**src/rtl/circularity_engine.sv**
```systemverilog
// Circularity engine: 4*PI_X100*area / perimeter^2 via a radix-2 restoring divider,
// clamped to SAT_MAX, zero perimeter flagged as error, result held until accepted.
module circularity_engine #(
    parameter int WIDTH   = 180,
    parameter int HEIGHT  = 320,
    parameter int AP_W    = $clog2(WIDTH*HEIGHT)+1,
    parameter int PI_X100 = 314,
    parameter int OUT_W   = 8,
    parameter int SAT_MAX = 100,
    parameter int TAG_W   = 2,
    parameter int DVD_W   = AP_W+$clog2(4*PI_X100)+1
) (
    input  logic              clk_in,
    input  logic              rst_n_in,
    input  logic [AP_W-1:0]   area_in,
    input  logic [AP_W-1:0]   perimeter_in,
    input  logic [TAG_W-1:0]  tag_in,
    input  logic              valid_in,
    output logic              ready_out,
    output logic [OUT_W-1:0]  circularity_out,
    output logic [TAG_W-1:0]  tag_out,
    output logic              sat_out,
    output logic              error_out,
    output logic              valid_out,
    input  logic              ready_in,
    output logic              busy_out
);
    localparam int CNT_W = $clog2(DVD_W);
    localparam int DVS_W = 2*AP_W;
    localparam int REM_W = 2*AP_W+1;
    localparam logic [DVD_W-1:0] K_SCALE = DVD_W'(4*PI_X100);

    typedef enum logic [2:0] {S_IDLE, S_PREP, S_DIV, S_SAT, S_HOLD} state_t;

    state_t             r_state, w_next;
    logic [AP_W-1:0]    r_area, r_per;
    logic [TAG_W-1:0]   r_tag;
    logic [DVD_W-1:0]   r_dvd, r_q;
    logic [DVS_W-1:0]   r_dvs;
    logic [REM_W-1:0]   r_rem;
    logic [CNT_W-1:0]   r_cnt;
    logic               r_err;
    logic [OUT_W-1:0]   r_circ;
    logic [TAG_W-1:0]   r_tag_o;
    logic               r_sat_o, r_err_o;

    logic [DVD_W-1:0]   w_dvd;
    logic [DVS_W-1:0]   w_dvs;
    logic [REM_W-1:0]   w_rem_shift, w_rem_sub;
    logic               w_ge;

    assign w_dvd = K_SCALE * {{(DVD_W-AP_W){1'b0}}, r_area};
    assign w_dvs = {{AP_W{1'b0}}, r_per} * {{AP_W{1'b0}}, r_per};

    // The bit shifted out of r_rem is folded into the compare so the 36-bit
    // partial remainder is handled exactly without widening the register.
    assign w_rem_shift = {r_rem[REM_W-2:0], r_dvd[DVD_W-1]};
    assign w_ge        = r_rem[REM_W-1] || (w_rem_shift >= {1'b0, r_dvs});
    assign w_rem_sub   = w_rem_shift - {1'b0, r_dvs};

    always_ff @(posedge clk_in or negedge rst_n_in) begin
        if (!rst_n_in) r_state <= S_IDLE;
        else           r_state <= w_next;
    end

    always_comb begin
        w_next = r_state;
        case (r_state)
            S_IDLE: if (valid_in)          w_next = S_PREP;
            S_PREP: w_next = (r_per == '0) ? S_SAT : S_DIV;
            S_DIV:  if (r_cnt == '0)       w_next = S_SAT;
            S_SAT:  w_next = S_HOLD;
            S_HOLD: if (ready_in)          w_next = S_IDLE;
            default: w_next = S_IDLE;
        endcase
    end

    always_comb begin
        ready_out = (r_state == S_IDLE);
        busy_out  = (r_state != S_IDLE);
        valid_out = (r_state == S_HOLD);
    end

    always_ff @(posedge clk_in or negedge rst_n_in) begin
        if (!rst_n_in) begin
            r_area  <= '0;
            r_per   <= '0;
            r_tag   <= '0;
            r_dvd   <= '0;
            r_dvs   <= '0;
            r_rem   <= '0;
            r_q     <= '0;
            r_cnt   <= '0;
            r_err   <= 1'b0;
            r_circ  <= '0;
            r_tag_o <= '0;
            r_sat_o <= 1'b0;
            r_err_o <= 1'b0;
        end else begin
            case (r_state)
                S_IDLE: if (valid_in) begin
                    r_area <= area_in;
                    r_per  <= perimeter_in;
                    r_tag  <= tag_in;
                end
                S_PREP: begin
                    r_dvd <= w_dvd;
                    r_dvs <= w_dvs;
                    r_rem <= '0;
                    r_q   <= '0;
                    r_cnt <= CNT_W'(DVD_W-1);
                    r_err <= (r_per == '0);
                end
                S_DIV: begin
                    r_rem <= w_ge ? w_rem_sub : w_rem_shift;
                    r_q   <= {r_q[DVD_W-2:0], w_ge};
                    r_dvd <= {r_dvd[DVD_W-2:0], 1'b0};
                    r_cnt <= r_cnt - 1'b1;
                end
                S_SAT: begin
                    r_tag_o <= r_tag;
                    r_err_o <= r_err;
                    if (r_err) begin
                        r_circ  <= '0;
                        r_sat_o <= 1'b0;
                    end else if (r_q > DVD_W'(SAT_MAX)) begin
                        r_circ  <= OUT_W'(SAT_MAX);
                        r_sat_o <= 1'b1;
                    end else begin
                        r_circ  <= r_q[OUT_W-1:0];
                        r_sat_o <= 1'b0;
                    end
                end
                default: ;
            endcase
        end
    end

    assign circularity_out = r_circ;
    assign tag_out         = r_tag_o;
    assign sat_out         = r_sat_o;
    assign error_out       = r_err_o;
endmodule

```
**config.mk**
```make
export PLATFORM = sky130hd
export DESIGN_NAME = circularity_engine
export DESIGN_NICKNAME = d
export VERILOG_FILES = /design/src/rtl/circularity_engine.sv
export SDC_FILE = /design/constraint.sdc
export NUM_CORES = 1
export LEC_CHECK = 0
export CORE_ASPECT_RATIO = 1.5
export CORE_UTILIZATION = 45
export CTS_CLUSTER_SIZE = 20
export DETAILED_ROUTE_END_ITERATION = 16
export MAX_ROUTING_LAYER = met4
export PLACE_DENSITY_LB_ADDON = 0.05
export SLEW_MARGIN = 25
export SYNTH_ARGS = -nofsm -noshare
export SYNTH_HDL_FRONTEND = slang
export SYNTH_SLANG_ARGS = --single-unit
```
**constraint.sdc**
```tcl
create_clock -name clk_in -period 8.5 [get_ports clk_in]
set_clock_uncertainty 0.1 [all_clocks]
set_input_delay 1.275 -clock clk_in [delete_from_list [all_inputs] [get_ports clk_in]]
set_output_delay 1.275 -clock clk_in [all_outputs]
set_load 0.005 [all_outputs]
```
==> reports/results.tsv, run 1 <==
metric	value	unit
synth.ff_latch_count	180	
place.gp.congestion	0.900	
drt-initial-drc-count	687	
route.antenna.remaining_nets	0	
cts_setup_buffers	0	
path_class	flop to flop	
dpl.hpwl	35.4	mm
groute.usage.overall	22.3	%
critical_path.max_fanout	19	
grt_max_degree	75	
grt_overflow_total	0	
synthFlopType	dfrtp_1	
post_route_clock_period_utilization	79.2	%
cts.sink_count	180	
critical_path.n_buffers_inverters	4	
critPathCaptureType	flop	
synth-edff-count	0	
rsz0062_at_grt	false	
setup.worst_path.start_class	flop	
final_layout_size_suffix_gt1_share	5.14	%
reg2reg_slack	1.77	ns
final_routed_drc_violation_total	0	
timing.hold.ws	0.377	ns
min_period	6.73	ns
post_cts_resized	0	
crit_top_cell	fa_1	
cts_tree	yes	
htreeDepth	4	
dr_total_vias	14099	
setup_violations_final	0	
timing.critical_path.slowest_stage_cell	dfrtp_1	
synth_cells	2064	
share_of_flip_flops_with_an_asynchronous_set_or_reset	100	%
drtPass1Iterations	5	
antenna_found_initial	0	
fmax	149	MHz
holdCritPathClass	flop to flop	
cts_buffers	17	
die_y	259	um
vias_per_cell	5.32	
cts_root_buffer	clkbuf_16	
start_util	45.7	%
final-max-slew-violation-count	0	
layout_commonest_cell	inv_1	
highest_cell_delay_on_the_worst_timing_path	0.81	ns
tns	0	ns
grt_pass1_wl	77.1	mm
synthDistinctLibCells	83	
core-area	43200	um2
ioPinCount	55	
totalWireLength	45.3	mm
antennaDiodeCount	0	
mappedNetlistNets	2547	
critPathRequiredTime	8.72	ns
rows	93	
worst_slew_pin_slew	1.06	ns
clk_pin_slew	0.08	ns
max-clock-path-buffers	2	
crit_chain	and2_1 > inv_1 > fa_1 > inv_1 > fa_1 > fa_1 > fa_1 > fa_1 > inv_1 > fa_1 > inv_1 > ha_1 > and4_1 > o2bb2ai_1 > o211ai_2 > a41oi_2 > or4_1 > a31oi_1 > xnor2_1 > o21ai_1	
fin_nets	2553	
ys.warnings.count	0	
final_cell_mix	inv_1 (354), fa_1 (233), ha_1 (210)	
relSlewSlack	29.1	%
grt_pass1_vias	15218	
final_critical_path_setup_slack	1.77	ns
maxCapViolations	0	
status	finished, final reports clean	
critical_path.top_delay_family	adder cells	
later_pin_clock_latency_in_the_skew_report	0.46	ns
hold_viol	0	
post_cts_hold_buffer_count	0	
synthToLayoutAreaGrowth	8.39	%
port-buffer-count	54	
die_width	173	um
synthesis.area	19700	um2
seq_area_frac_synth	22.8	%
die_area	44700	um2
syn-mean-instance-area	9.57	um2
dp_worst_setup_slack	1.78	ns
wire_per_inst	17.1	um
crit_arrival	6.96	ns
layout make-up:
class	count	area (um2)
timing repair buffer	66	634
fill	4125	21800
sequential	180	4500
multi-input combinational	1450	13600
clock buffer	19	453
tap	570	713
inverter	355	1330
clock inverter	12	168
final timing paths:
check | from | to | cells after the start
setup / recovery | r_per[10]$_DFFE_PN0P_ | r_dvs[33]$_DFFE_PN0P_ | 20
hold / removal | circularity_out[2]$_DFFE_PN0P_ | circularity_out[2]$_DFFE_PN0P_ | 2
setup reg to reg | r_per[10]$_DFFE_PN0P_ | r_dvs[33]$_DFFE_PN0P_ | 20
hold reg to reg | circularity_out[2]$_DFFE_PN0P_ | circularity_out[2]$_DFFE_PN0P_ | 2
max in group asynchronous | rst_n_in | r_rem[21]$_DFFE_PN0P_ | 3
min in group asynchronous | rst_n_in | r_area[4]$_DFFE_PN0P_ | 1
per-stage QoR:
stage / util [%] / instances / cell area [um2]
detailed placement: 48.1 / 2621 / 20800
floorplan: - / 2064 / 19700
global route: 49.6 / 2652 / 21400
CTS: 49.6 / 2652 / 21400
finish: 49.6 / 2652 / 21400
global placement: 48.1 / 2621 / 20800
kinds of logic (layout without fill, tap and decap cells):
| family | count (synthesis) | count (layout) | share of synthesized area (%) |
|---|---|---|---|
| and+or+nand+nor | 471 | 471 | 11.5 |
| adders and majority gates | 443 | 443 | 36.9 |
| buffers and inverters | 434 | 452 | 8.41 |
| AOI/OAI and AO/OA | 398 | 398 | 13.6 |
| DFF | 180 | 180 | 22.8 |
| xor gates and xnor gates | 71 | 71 | 3.15 |
| muxes | 67 | 67 | 3.62 |
per-layer routing:
| metal | wire, um | vias to the layer above | track usage (%) |
|---|---|---|---|
| met3 | 679 | 53 | 2.07 |
| met5 | 0 | - | - |
| li1 | - | 6833 | - |
| met2 | 24400 | 158 | 41.1 |
| met4 | 994 | 0 | 6.91 |
| met1 | 19300 | 7055 | 25.3 |
synthesized netlist by cell type (all sizes together), types with 9 or more instances:
| master | number | area share [%] |
|---|---|---|
| a211oi | 12 | 0.46 |
| a21o | 38 | 1.4 |
| a21oi | 76 | 1.9 |
| a22o | 36 | 1.6 |
| a22oi | 18 | 0.68 |
| and2 | 62 | 2.0 |
| and3 | 12 | 0.40 |
| clkbuf | 70 | 1.3 |
| dfrtp | 180 | 23 |
| fa | 233 | 24 |
| ha | 210 | 13 |
| inv | 355 | 6.7 |
| mux2 | 36 | 2.1 |
| mux2i | 31 | 1.6 |
| nand2 | 202 | 3.8 |
| nand2b | 10 | 0.32 |
| nand3 | 27 | 0.71 |
| nor2 | 67 | 1.3 |
| nor2b | 14 | 0.44 |
| nor3 | 19 | 0.51 |
| nor4 | 14 | 0.44 |
| o21ai | 115 | 2.9 |
| o21bai | 9 | 0.34 |
| o31ai | 14 | 0.53 |
| or3 | 11 | 0.35 |
| xnor2 | 50 | 2.2 |
| xor2 | 21 | 0.93 |
tightest hold or removal path: cells and delay by family, from the launching register on:
kind               cells  cell delay [ns]
and+or+nand+nor        1             0.05
AOI/OAI and AO/OA      1             0.05
DFF                    1             0.34
flip-flops by register name (all words and copies together) (netlist names), 3 cells and up:
name             flops
r_dvd               26
circularity_out      8
r_q                 29
r_state              3
r_dvs               33
r_rem               35
r_cnt                5
r_area              17
r_per               17
Power of run 1 is left out: the tool's default activity adds up to more than one toggle a clock period on the data nets, which glitch-free logic cannot reach.
==> inputs of run 2 (changes only) <==
==> constraint.sdc (replaced) <==
create_clock -name clk_in -period 6.3 [get_ports clk_in]
set_clock_uncertainty 0.1 [all_clocks]
set_input_delay 0.945 -clock clk_in [delete_from_list [all_inputs] [get_ports clk_in]]
set_output_delay 0.945 -clock clk_in [all_outputs]
set_load 0.005 [all_outputs]
==> run 2 against run 1 <==
Critical path depth rose by 1. Via count rose by 2.3%. Sequential share of layout area fell by 0.55 points. Highest routed layer unchanged. Cell area rose by 3.1%. Hold slack got worse by 0.00074 ns. First-iteration DRC count fell by 16%. Count of clock-buffer cells in the layout rose by 1. Register-to-register slack got worse by 1.6 ns. Non-clock buffer count rose by 67. Cell count rose by 2.6%.
==> reports/results.tsv, run 2 (synthesized netlist as in run 1, its figures left out) <==
metric	value	unit
status	finished, final reports clean	
grt_pass1_vias	15629	
vias_per_cell	5.30	
maxCapViolations	0	
largest_reg_flops	35	
grt_pass1_wl	78.2	mm
die_width	173	um
cts.sink_count	180	
final-max-slew-violation-count	0	
cts_root_buffer	clkbuf_16	
critPathRequiredTime	6.52	ns
cts_tree	yes	
worst_slew_pin_slew	0.939	ns
max-clock-path-buffers	2	
layout_commonest_cell	inv_1	
num-fill-cells	4105	
groute.usage.overall	22.6	%
totalWireLength	45.9	mm
htreeDepth	4	
die_y	259	um
drt-initial-drc-count	577	
post_cts_hold_buffer_count	0	
rows	93	
timing.hold.ws	0.376	ns
setup.worst_path.start_class	flop	
core-area	43200	um2
dr_total_vias	14424	
place.gp.congestion	0.913	
fin_nets	2620	
post_route_clock_period_utilization	97.9	%
final_cell_mix	inv_1 (354), fa_1 (232), ha_1 (209)	
wire_per_inst	16.9	um
holdCritPathClass	input port to async pin	
path_class	flop to flop	
endpoint_of_the_worst_slack_reg_to_reg_timing_path	r_dvs[33]$_DFFE_PN0P_	
critical_path.max_fanout	8	
drtPass1Iterations	5	
rsz0062_at_grt	true	
hold_viol	0	
start_util	45.7	%
max_flop_register	r_rem	
dpl.hpwl	36.8	mm
grt_max_degree	78	
final_util	51.1	%
setup_violations_final	0	
fmax	162	MHz
reg2reg_slack	0.13	ns
antennaDiodeCount	0	
antenna_found_initial	0	
critPathCaptureType	flop	
die_area	44700	um2
final_layout_size_suffix_gt1_share	9.86	%
clk_pin_slew	0.07	ns
route.antenna.remaining_nets	0	
ioPinCount	55	
cts_buffers	17	
port-buffer-count	54	
later_pin_clock_latency_in_the_skew_report	0.47	ns
relSlewSlack	35.8	%
synthToLayoutAreaGrowth	11.7	%
final_routed_drc_violation_total	0	
startpoint_of_the_lowest_slack_register_to_register_path	r_per[7]$_DFFE_PN0P_	
largestRegisters	r_rem (35), r_dvs (33), r_q (29)	
ff2ff_path_depth	21	
grt_overflow_total	0	
min_period	6.17	ns
crit_arrival	6.39	ns
run 2: worst max-delay path by stage:
stage | from | endpoint | slack [ns] | cells past startpoint
after floorplan | r_per[5]$_DFFE_PN0P_ | r_dvs[33]$_DFFE_PN0P_ | 0.01 | 23
after global placement | r_per[2]$_DFFE_PN0P_ | r_dvs[22]$_DFFE_PN0P_ | -0.09 | 21
after detailed placement | r_per[2]$_DFFE_PN0P_ | r_dvs[22]$_DFFE_PN0P_ | -0.12 | 21
after CTS | r_per[7]$_DFFE_PN0P_ | r_dvs[33]$_DFFE_PN0P_ | 0.007 | 19
after global routing | r_per[7]$_DFFE_PN0P_ | r_dvs[33]$_DFFE_PN0P_ | -0.07 | 21
final | r_per[7]$_DFFE_PN0P_ | r_dvs[33]$_DFFE_PN0P_ | 0.13 | 21
run 2: final cells by class:
| cell class | instances | area (um2) | share of cell area, % |
|---|---|---|---|
| Multi-Input combinational cell | 1450 | 13700 | 62.2 |
| Sequential cell | 180 | 4520 | 20.5 |
| Inverter | 355 | 1330 | 6.04 |
| Timing Repair Buffer | 133 | 1180 | 5.36 |
| Tap cell | 570 | 713 | 3.23 |
| Clock buffer | 20 | 467 | 2.12 |
| Clock inverter | 12 | 134 | 0.607 |
run 2: critical path: stages (launching register included):
cell,delay [ns]
dfrtp_2,0.49
buf_4,0.18
and2_1,0.16
fa_1,0.55
inv_1,0.06
fa_1,0.54
inv_1,0.04
ha_1,0.21
fa_1,0.53
inv_1,0.05
fa_1,0.46
fa_1,0.54
inv_1,0.04
ha_1,0.22
or3_4,0.38
o2111a_2,0.32
o211ai_2,0.19
a41oi_2,0.16
or4_1,0.42
a31oi_1,0.17
xnor2_1,0.14
o21ai_1,0.07
run 2: layer usage:
layer  vias up  global-route usage, %  routed length (um)
met5         -                      -                   0
met4         0                   9.71                1760
met3        73                   1.72                 700
met2       157                   41.5               24400
met1      7207                   25.1               19000
li1       6987                      -                   -
run 2: through the flow:
stage / instances / cell area [um2] / worst slack, ns / TNS, ns
2_1_floorplan: 2064 / 19700 / 0.0121 / 0
3_3_place_gp: 2682 / 21300 / -0.0851 / -0.0851
3_5_place_dp: 2682 / 21300 / -0.121 / -0.288
4_1_cts: 2714 / 21900 / 0.00725 / 0
5_1_grt: 2720 / 22100 / -0.0732 / -0.159
6_report: 2720 / 22100 / 0.130 / 0
run 2: timing repair:
action	CTS	global route
setup buffers	0	6
resized for setup	8	36
pin swaps	0	15
setup endpoints to repair	3	11
Power of run 2 is left out for the same reason.
